### config.mk
export PLATFORM = sky130hd
export DESIGN_NAME = io_display_ctrl
export DESIGN_NICKNAME = d
export VERILOG_FILES = /design/src/rtl/io_display_ctrl.sv
export SDC_FILE = /design/constraint.sdc
export NUM_CORES = 1
export LEC_CHECK = 0
export BUFFER_PORTS_ARGS = -buffer_cell sky130_fd_sc_hd__buf_2
export CORE_MARGIN = 3
export CORE_UTILIZATION = 51
export DETAILED_ROUTE_END_ITERATION = 7
export GPL_TIMING_DRIVEN = 0
export HOLD_SLACK_MARGIN = 0.12
export PLACE_DENSITY = 0.8
export SYNTH_ARGS = -nofsm -noshare
export SYNTH_HDL_FRONTEND = slang
export SYNTH_SLANG_ARGS = --single-unit
### constraint.sdc
create_clock -name CLK -period 3.3 [get_ports CLK]
set_input_delay 0.165 -clock CLK [delete_from_list [all_inputs] [get_ports CLK]]
set_output_delay 0.165 -clock CLK [all_outputs]
set_load 0.01 [all_outputs]
### src/rtl/io_display_ctrl.sv
// io_display_ctrl
//   Memory-mapped IO peripheral sitting on the processor IO port. It drives an
//   NDIG-digit multiplexed active-low 7-segment display, with per-digit
//   blanking and a 16-level brightness duty. It also conditions SW_W switches
//   and one button (synchronise + debounce), and latches button presses in a
//   sticky PRESS flag.
//
//   Register map (IOAddr):
//     0x0 DISP  RW  digit k in [7k+6:7k]
//     0x4 SW    RO  {0, sw_db, 2'b00}
//     0x8 BTN   RW  read {0, PRESS, btn_db}; write bit1=1 clears PRESS
//     0xC CTRL  RW  [0]=EN, [4+:NDIG]=MASK (1=blank), [19:16]=DUTY
//
//   Ports:
//     CLK, RESET           system clock, async active-high reset
//     IOAddr/IOWriteData   word address and write data
//     IOWriteEn            one-cycle write strobe
//     IOReadData           combinational read data for IOAddr
//     SW_IN, BTN_IN        raw asynchronous board inputs
//     LED[6:0]             segments a..g, active-low, registered
//     AN[NDIG-1:0]         digit anodes, active-low, registered

module io_display_ctrl #(
    parameter int NDIG    = 4,
    parameter int DWELL_W = 14,
    parameter int SW_W    = 2,
    parameter int DB_W    = 16
) (
    input  logic            CLK,
    input  logic            RESET,
    input  logic [3:0]      IOAddr,
    input  logic [31:0]     IOWriteData,
    input  logic            IOWriteEn,
    output logic [31:0]     IOReadData,
    input  logic [SW_W-1:0] SW_IN,
    input  logic            BTN_IN,
    output logic [6:0]      LED,
    output logic [NDIG-1:0] AN
);
    localparam int IDX_W = (NDIG > 1) ? $clog2(NDIG) : 1;

    logic [7*NDIG-1:0]  disp;
    logic               en;
    logic [NDIG-1:0]    mask;
    logic [3:0]         duty;
    logic               press;
    logic [DWELL_W-1:0] dwell;
    logic [IDX_W-1:0]   idx;

    // bit SW_W is the button, bits below are the switches
    logic [SW_W:0] in_db;
    logic [SW_W:0] in_rise;
    logic [SW_W-1:0] sw_db;
    logic          btn_db;
    logic          btn_rise;

    logic wr_disp, wr_btn, wr_ctrl;
    logic on;
    logic unused_wdata;

    assign wr_disp = IOWriteEn && (IOAddr == 4'h0);
    assign wr_btn  = IOWriteEn && (IOAddr == 4'h8);
    assign wr_ctrl = IOWriteEn && (IOAddr == 4'hC);

    // one conditioning lane per input bit
    io_debounce #(.DB_W(DB_W)) u_db [SW_W:0] (
        .CLK  (CLK),
        .RESET(RESET),
        .din  ({BTN_IN, SW_IN}),
        .dout (in_db),
        .rise (in_rise)
    );

    assign sw_db    = in_db[SW_W-1:0];
    assign btn_db   = in_db[SW_W];
    assign btn_rise = in_rise[SW_W];

    // ------------------------------------------------------------------ regs
    always_ff @(posedge CLK or posedge RESET) begin
        if (RESET) begin
            disp <= '0;
            en   <= 1'b1;
            mask <= '0;
            duty <= 4'hF;
        end else begin
            if (wr_disp) disp <= IOWriteData[7*NDIG-1:0];
            if (wr_ctrl) begin
                en   <= IOWriteData[0];
                mask <= IOWriteData[4 +: NDIG];
                duty <= IOWriteData[19:16];
            end
        end
    end

    // a new press in the same cycle as a clear keeps the flag set
    always_ff @(posedge CLK or posedge RESET) begin
        if (RESET)                           press <= 1'b0;
        else if (btn_rise)                   press <= 1'b1;
        else if (wr_btn && IOWriteData[1])   press <= 1'b0;
    end

    // ------------------------------------------------------------------ scan
    always_ff @(posedge CLK or posedge RESET) begin
        if (RESET) begin
            dwell <= '0;
            idx   <= '0;
        end else begin
            dwell <= dwell + 1'b1;
            if (&dwell)
                idx <= (idx == IDX_W'(NDIG - 1)) ? '0 : idx + 1'b1;
        end
    end

    // brightness: digit is lit only while the top dwell nibble is <= DUTY
    assign on = en && !mask[idx] && (dwell[DWELL_W-1 -: 4] <= duty);

    always_ff @(posedge CLK or posedge RESET) begin
        if (RESET) begin
            AN  <= '1;
            LED <= 7'h7F;
        end else if (on) begin
            AN  <= ~(NDIG'(1) << idx);
            LED <= ~disp[7*idx +: 7];
        end else begin
            AN  <= '1;
            LED <= 7'h7F;
        end
    end

    // ------------------------------------------------------------------ read
    always_comb begin
        IOReadData = '0;
        case (IOAddr)
            4'h0: IOReadData = 32'(disp);
            4'h4: IOReadData = 32'({sw_db, 2'b00});
            4'h8: IOReadData = {30'b0, press, btn_db};
            4'hC: begin
                IOReadData[0]        = en;
                IOReadData[4 +: NDIG] = mask;
                IOReadData[19:16]    = duty;
            end
            default: IOReadData = '0;
        endcase
    end

    assign unused_wdata = ^IOWriteData;

endmodule

// io_debounce
//   One input lane: 2-flop synchroniser followed by a debounce counter.
//   The counter runs only while the synced value differs from the accepted
//   one; at terminal count the new value is accepted. rise pulses in the
//   cycle whose edge accepts a 0->1 change.
//   Ports: CLK, RESET, din (raw), dout (debounced), rise (accept-high strobe)
module io_debounce #(
    parameter int DB_W = 16
) (
    input  logic CLK,
    input  logic RESET,
    input  logic din,
    output logic dout,
    output logic rise
);
    logic            s1, s2;
    logic [DB_W-1:0] cnt;

    always_ff @(posedge CLK or posedge RESET) begin
        if (RESET) begin
            s1   <= 1'b0;
            s2   <= 1'b0;
            cnt  <= '0;
            dout <= 1'b0;
        end else begin
            s1 <= din;
            s2 <= s1;
            if (s2 == dout) begin
                cnt <= '0;
            end else if (&cnt) begin
                dout <= s2;
                cnt  <= '0;
            end else begin
                cnt <= cnt + 1'b1;
            end
        end
    end

    assign rise = !dout && s2 && (&cnt);

endmodule

==> results.json, run 1 <==
{
  "outcome": "complete, no violations",
  "critical_path_arrival_ps": 2580,
  "final_min_period_over_clock_period": 0.663,
  "fp.coreArea_um2": 10900,
  "flip_flop_and_latch_count_after_synthesis": 122,
  "worst_slew_pin_slew_ps": 768,
  "synth_warnings": 0,
  "setup.worst_path.class": "reg -> reg",
  "ys_dominant_reg_cell": "sky130_fd_sc_hd__dfrtp_1",
  "chipWidth_um": 112,
  "postLayoutCoreUtil": 0.661,
  "final-instance-count-excl-fill": 781,
  "slowest_stage": "sky130_fd_sc_hd__nor3_1",
  "worstPathRequired_ps": 3690,
  "groute.layer.met3.usage": 0.0641,
  "overflow": 0,
  "critical-path-max-stage-delay_ps": 440,
  "report.final.setup_viol": 0,
  "fmax_ghz": 0.457,
  "via_count_of_the_first_global_routing_pass": 4539,
  "async_flop_share": 1.00,
  "final_critical_path_setup_slack_ps": 1110,
  "postCtsSetupBuffers": 0,
  "htree_num_levels": 4,
  "fin_crit_ps": 2190,
  "post-place-ws_ps": 1170,
  "rr_worst_depth": 6,
  "groute.layer.met2.usage": 0.385,
  "unrepaired_setup_endpoints_after_global_routing": "no",
  "total_switching_power_mw": 1.00,
  "worstPathMaxFanout": 10,
  "synth_area_leader_cell": "sky130_fd_sc_hd__dfrtp_1",
  "final.hold.worst_slack_ps": 237,
  "hold_violations": 0,
  "hpwlAfterDp_um": 8660,
  "synthDistinctLibCells": 43,
  "sequential_cell_area_fraction_in_the_yosys_report": 0.538,
  "routed-via-count": 4367,
  "mostFrequentLayoutCells": "106 x sky130_fd_sc_hd__dfrtp_1, 75 x sky130_fd_sc_hd__buf_2, 60 x sky130_fd_sc_hd__nor2_1, 41 x sky130_fd_sc_hd__mux2_2, 41 x sky130_fd_sc_hd__nand3_1",
  "critical_path.endpoint_type": "register",
  "routedWlPerCell_um": 17.2,
  "finalInstanceArea_um2": 7190,
  "report.final.slew_viol_count": 0,
  "worst_hold_path_type": "in -> reg",
  "die_h_um": 112,
  "syn-cell-area_um2": 5710,
  "clock_insertion_delay_worst_skew_ps": 520,
  "cts_max_path_buffers": 2,
  "cell_by_cell_listing_of_the_critical_path": "ha_1 > nand4_1 > nor3_1 > a31o_2 > clkbuf_1 > nor2_1",
  "synthToLayoutAreaGrowth_pct": 25.9,
  "final_layout_size_suffix_gt1_frac": 0.300,
  "final_net_count": 683,
  "number_of_placed_cells_counting_well_taps": 715,
  "netlist.area_leader.share": 0.464,
  "grt-busiest-layer": "met2",
  "tritoncts": "built",
  "cts_root_buf": "sky130_fd_sc_hd__clkbuf_8",
  "cell_internal_pwr_mw": 2.79,
  "clockPowerShare": 0.423,
  "p_leak_nw": 3.15,
  "numCtsBuffers": 17,
  "die_area_um2": 12500,
  "mostFrequentLayoutCell": "sky130_fd_sc_hd__dfrtp_1",
  "io_pins": 85,
  "vdd_ir_drop_max_mv": 0.477,
  "drtAntennaViolNets": 0,
  "place_congestion": 0.793,
  "synth.avg_cell_area_um2": 11.5,
  "floorplan.initialDensity": 0.525,
  "remaining_drc_errors": 0,
  "count_of_flip_flops_with_a_built_in_enable_after_synthesis": 0,
  "placed_cell_area_um2": 6330,
  "fin_worst_skew_ps": 5.41,
  "wirelength_um": 13500,
  "clock_sinks": 122,
  "min_delay_path_depth": 4,
  "antenna_found_initial": 0,
  "totalNegativeSetupSlack_ps": 0,
  "clkTransAtPathRegs_ps": 60,
  "comb_power_share": 0.110,
  "synthesis.instances": 495,
  "port_buffers": 74,
  "groute.layer.met1.usage": 0.289,
  "grt_pass1_wl_um": 22800,
  "power.switching_fraction": 0.264,
  "timing.max_cap.violations": 0,
  "number_of_rows_created_at_floorplan": 38,
  "detail_route.iter0.violations": 294,
  "ys_top_cells_by_area": "sky130_fd_sc_hd__dfrtp_1 46%, sky130_fd_sc_hd__mux2_2 8.1%, sky130_fd_sc_hd__dfstp_2 7.4%, sky130_fd_sc_hd__xnor2_1 6.0%, sky130_fd_sc_hd__nor2_1 3.9%",
  "power-per-cell-area_nw_per_um2": 527,
  "globalRouteTotalUtil": 0.231,
  "power.share.sequential": 0.466,
  "antenna_cells": 0,
  "grt_max_degree": 44,
  "totalPowerFinal_mw": 3.79,
  "timing.max_slew.rel_slack": 0.485,
  "drt-vias-per-instance": 5.59,
  "startpoint_type": "register",
  "detailedRoute.firstPassIterationCount": 5
}
## repair_timing
| action | CTS | global route |
|---|---|---|
| hold buffers | 34 | 0 |
| endpoints found under the hold margin | 89 | 0 |
| resized for setup | 0 | 0 |
## state kept, by name (all words and copies together), names as in the netlist, 4 cells and up
name,cells
u_db.cnt,48
disp,28
dwell,14
LED,7
AN,4
duty,4
mask,4
## metal layers
metal	up-vias	part of all wire
met3	21	0.062
met4	0	0.017
li1	2008	-
met5	-	0
met2	164	0.51
met1	2174	0.41
## worst paths after layout
path / to / slack (ps) / start
max: u_db[0].cnt[5] / 1110 / u_db[0].cnt[0]
min: press / 240 / IOAddr[0]
max reg2reg: u_db[0].cnt[5] / 1110 / u_db[0].cnt[0]
min reg2reg: u_db[0].s2 / 360 / u_db[0].s1
max in group asynchronous: en / 2200 / RESET
min in group asynchronous: dwell[4] / 280 / RESET
## cells in the mapped netlist, types with 11 or more instances
library cell / count
sky130_fd_sc_hd__and2_1: 17
sky130_fd_sc_hd__dfrtp_1: 106
sky130_fd_sc_hd__dfstp_2: 16
sky130_fd_sc_hd__ha_1: 13
sky130_fd_sc_hd__inv_1: 23
sky130_fd_sc_hd__mux2_2: 41
sky130_fd_sc_hd__nand2_1: 14
sky130_fd_sc_hd__nand3_1: 41
sky130_fd_sc_hd__nand4_1: 11
sky130_fd_sc_hd__nor2_1: 60
sky130_fd_sc_hd__nor3_1: 16
sky130_fd_sc_hd__nor4_1: 13
sky130_fd_sc_hd__xnor2_1: 39
sky130_fd_sc_hd__xor2_1: 14
## cells by family (layout without fill, tap and decap cells)
family,after synthesis,count (layout),synth area share
AND/OR/NAND/NOR,189,189,0.169
flip-flops,122,122,0.538
XOR/XNOR,53,53,0.0812
multiplexers,53,53,0.119
buffers and inverters,40,183,0.0317
AO/OA/AOI/OAI,24,24,0.0313
adder cells (fa/ha/maj),13,13,0.0285
other,1,4,0.000656
## power groups by stage
stage | combinational, mW | sequential [mW] | clock (mW)
floorplan | 0.258 | 1.75 | 0
global placement | 0.354 | 1.78 | 0
detailed placement | 0.378 | 1.79 | 0
CTS | 0.414 | 1.76 | 1.62
global route | 0.460 | 1.79 | 1.69
finish | 0.419 | 1.77 | 1.61
## cell type report
type	count	area (um2)
clock inverter	15	105
inverter	23	90.1
tap	140	175
clock buffer	17	414
multi-input combinational	336	2470
buffer	17	95.1
fill	738	3690
sequential	122	3070
timing repair buffer	111	771
## worst max-delay path, delay by kind of cell (launching register included)
kind            cells  cell delay, ps
fa+ha+maj           1             220
compound gates      1             280
simple gates        3             800
buf+inv             1             360
flops               1             390
Note: power is estimated with default switching activity, not from simulation.
==> run 2, diff against run 1 <==
==> constraint.sdc (replaced) <==
create_clock -name CLK -period 1.79 [get_ports CLK]
set_input_delay 0.0895 -clock CLK [delete_from_list [all_inputs] [get_ports CLK]]
set_output_delay 0.0895 -clock CLK [all_outputs]
set_load 0.01 [all_outputs]
==> run 2 against run 1 <==
First-iteration DRC count up 4.4%. Register-to-register slack worse by 1100 ps. Fmax up 23%. Hold slack lost 89 ps. Flip-flop and latch count unchanged. Clock-buffer cell count unchanged. Combinational power up 110%.
==> results.json, run 2 (same netlist as run 1, synthesis figures left out) <==
{
  "worst_r2r_endpoint": "u_db[2].cnt[14]",
  "crit_path_end": "u_db[2].cnt[14]",
  "critical_path.endpoint_type": "register",
  "setup.worst_path.start": "u_db[2].cnt[0]",
  "place_congestion": 0.793,
  "final_critical_path_setup_slack_ps": 5.99,
  "p_leak_nw": 3.27,
  "cts_root_buf": "sky130_fd_sc_hd__clkbuf_8",
  "fin_crit_ps": 1780,
  "setup.worst_path.class": "reg -> reg",
  "min_delay_path_depth": 4,
  "totalNegativeSetupSlack_ps": 0,
  "report.final.setup_viol": 0,
  "post-place-ws_ps": -345,
  "worst_hold_path_type": "in -> reg",
  "worstPathRequired_ps": 2240,
  "totalPowerFinal_mw": 7.11,
  "detailedRoute.firstPassIterationCount": 6,
  "cell_by_cell_listing_of_the_critical_path": "ha_4 > nand2_1 > or4_4 > or3_1 > a21oi_1",
  "report.final.slew_viol_count": 0,
  "cp_num_buf_inv": 0,
  "worstPathMaxFanout": 6,
  "grt_max_degree": 44,
  "top_register": "u_db.cnt",
  "final-instance-count-excl-fill": 788,
  "final_net_count": 690,
  "floorplan.initialDensity": 0.525,
  "globalRouteTotalUtil": 0.235,
  "vdd_ir_drop_max_mv": 0.875,
  "detail_route.iter0.violations": 307,
  "hpwlAfterDp_um": 8660,
  "numCtsBuffers": 17,
  "final_min_period_over_clock_period": 0.997,
  "clkTransAtPathRegs_ps": 60,
  "chipWidth_um": 112,
  "grt_pass1_wl_um": 23300,
  "final.hold.worst_slack_ps": 148,
  "power-per-cell-area_nw_per_um2": 961,
  "synthToLayoutAreaGrowth_pct": 29.5,
  "mostFrequentLayoutCell": "sky130_fd_sc_hd__dfrtp_1",
  "remaining_drc_errors": 0,
  "postLayoutCoreUtil": 0.680,
  "via_count_of_the_first_global_routing_pass": 4659,
  "multi_input_area_um2": 2570,
  "antenna_cells": 0,
  "seq_area_um2": 3080,
  "tritoncts": "built",
  "fp.coreArea_um2": 10900,
  "hold_violations": 0,
  "worst_slew_pin_slew_ps": 790,
  "antenna_found_initial": 0,
  "reg2reg_setup_slack_ps": 6,
  "largest_register_ffs": 48,
  "final_layout_size_suffix_gt1_frac": 0.344,
  "number_of_placed_cells_counting_well_taps": 715,
  "overflow": 0,
  "die_area_um2": 12500,
  "critical_path_arrival_ps": 2240,
  "timing.max_slew.rel_slack": 0.471,
  "outcome": "complete, no violations",
  "routed-via-count": 4413,
  "die_h_um": 112,
  "top_regs": "u_db.cnt: 48 flops, disp: 28 flops, dwell: 14 flops",
  "clock_sinks": 122,
  "timing.max_cap.violations": 0,
  "critical-path-max-stage-delay_ps": 520,
  "io_pins": 85,
  "rr_worst_depth": 5,
  "clock_insertion_delay_worst_skew_ps": 530,
  "routedWlPerCell_um": 17.9,
  "number_of_rows_created_at_floorplan": 38,
  "drt-vias-per-instance": 5.60,
  "cts_max_path_buffers": 2,
  "htree_num_levels": 4,
  "filler_cell_count": 696,
  "cp.depth": 5,
  "rr_startpoint": "u_db[2].cnt[0]",
  "finalInstanceArea_um2": 7400,
  "cpLargestDelayFamily": "simple AND/OR/NAND/NOR gates",
  "fmax_ghz": 0.561,
  "slowest_stage": "sky130_fd_sc_hd__or4_4",
  "drtAntennaViolNets": 0,
  "startpoint_type": "register",
  "wirelength_um": 14100,
  "mostFrequentLayoutCells": "101 x sky130_fd_sc_hd__dfrtp_1, 76 x sky130_fd_sc_hd__buf_2, 60 x sky130_fd_sc_hd__nor2_1, 41 x sky130_fd_sc_hd__mux2_2",
  "port_buffers": 74,
  "unrepaired_setup_endpoints_after_global_routing": "yes",
  "fin_worst_skew_ps": 8.27,
  "placed_cell_area_um2": 6330
}
run 2: changes by cell type in the layout (fill, tap and decap cells not counted), sizes merged:
cell,delta
buf,+5
dlygate4sd3,+5
clkbuf,-3
run 2: report_power, final:
group	total (mW)	internal [mW]	switching [mW]
logic	0.861	0.473	0.388
clock network	2.98	1.69	1.29
registers	3.27	3.05	0.222
total	7.11	5.21	1.90
run 2: worst min-delay path: stages:
cell	delay (ps)
sky130_fd_sc_hd__buf_2	120
sky130_fd_sc_hd__or3_1	210
sky130_fd_sc_hd__o21ai_0	110
sky130_fd_sc_hd__o31ai_1	90
run 2: timing repair:
action / in CTS / in global routing
hold buffers: 39 / 0
resized for setup: 17 / 23
endpoints found under the hold margin: 129 / 0
setup endpoints to repair: 64 / 41
setup buffers: 1 / 3
pin swaps: 2 / 3
run 2: worst min-delay path by stage:
stage,start,to,slack (ps)
final,IOAddr[1],press,150
after global routing,IOAddr[0],press,210
after CTS,IOAddr[0],press,140
after detailed placement,RESET,dwell[4],200
after global placement,SW_IN[1],u_db[1].s1,200
after floorplan,SW_IN[0],u_db[0].s1,120
run 2: metal layers:
| metal | up-vias | global-route usage | routed length [um] |
|---|---|---|---|
| met4 | 0 | 0.0965 | 298 |
| met5 | - | 0 | 0 |
| met3 | 29 | 0.0636 | 761 |
| met2 | 152 | 0.397 | 7310 |
| li1 | 2006 | - | - |
| met1 | 2226 | 0.287 | 5750 |
run 2: area by class of cell:
class | count | area share
flip-flops and latches | 122 | 0.416
multi-input cells | 336 | 0.348
repair buffers | 120 | 0.115
clock buffers | 17 | 0.0560
well taps | 140 | 0.0237
plain buffers | 15 | 0.0150
clock inverters | 15 | 0.0142
inverters | 23 | 0.0122
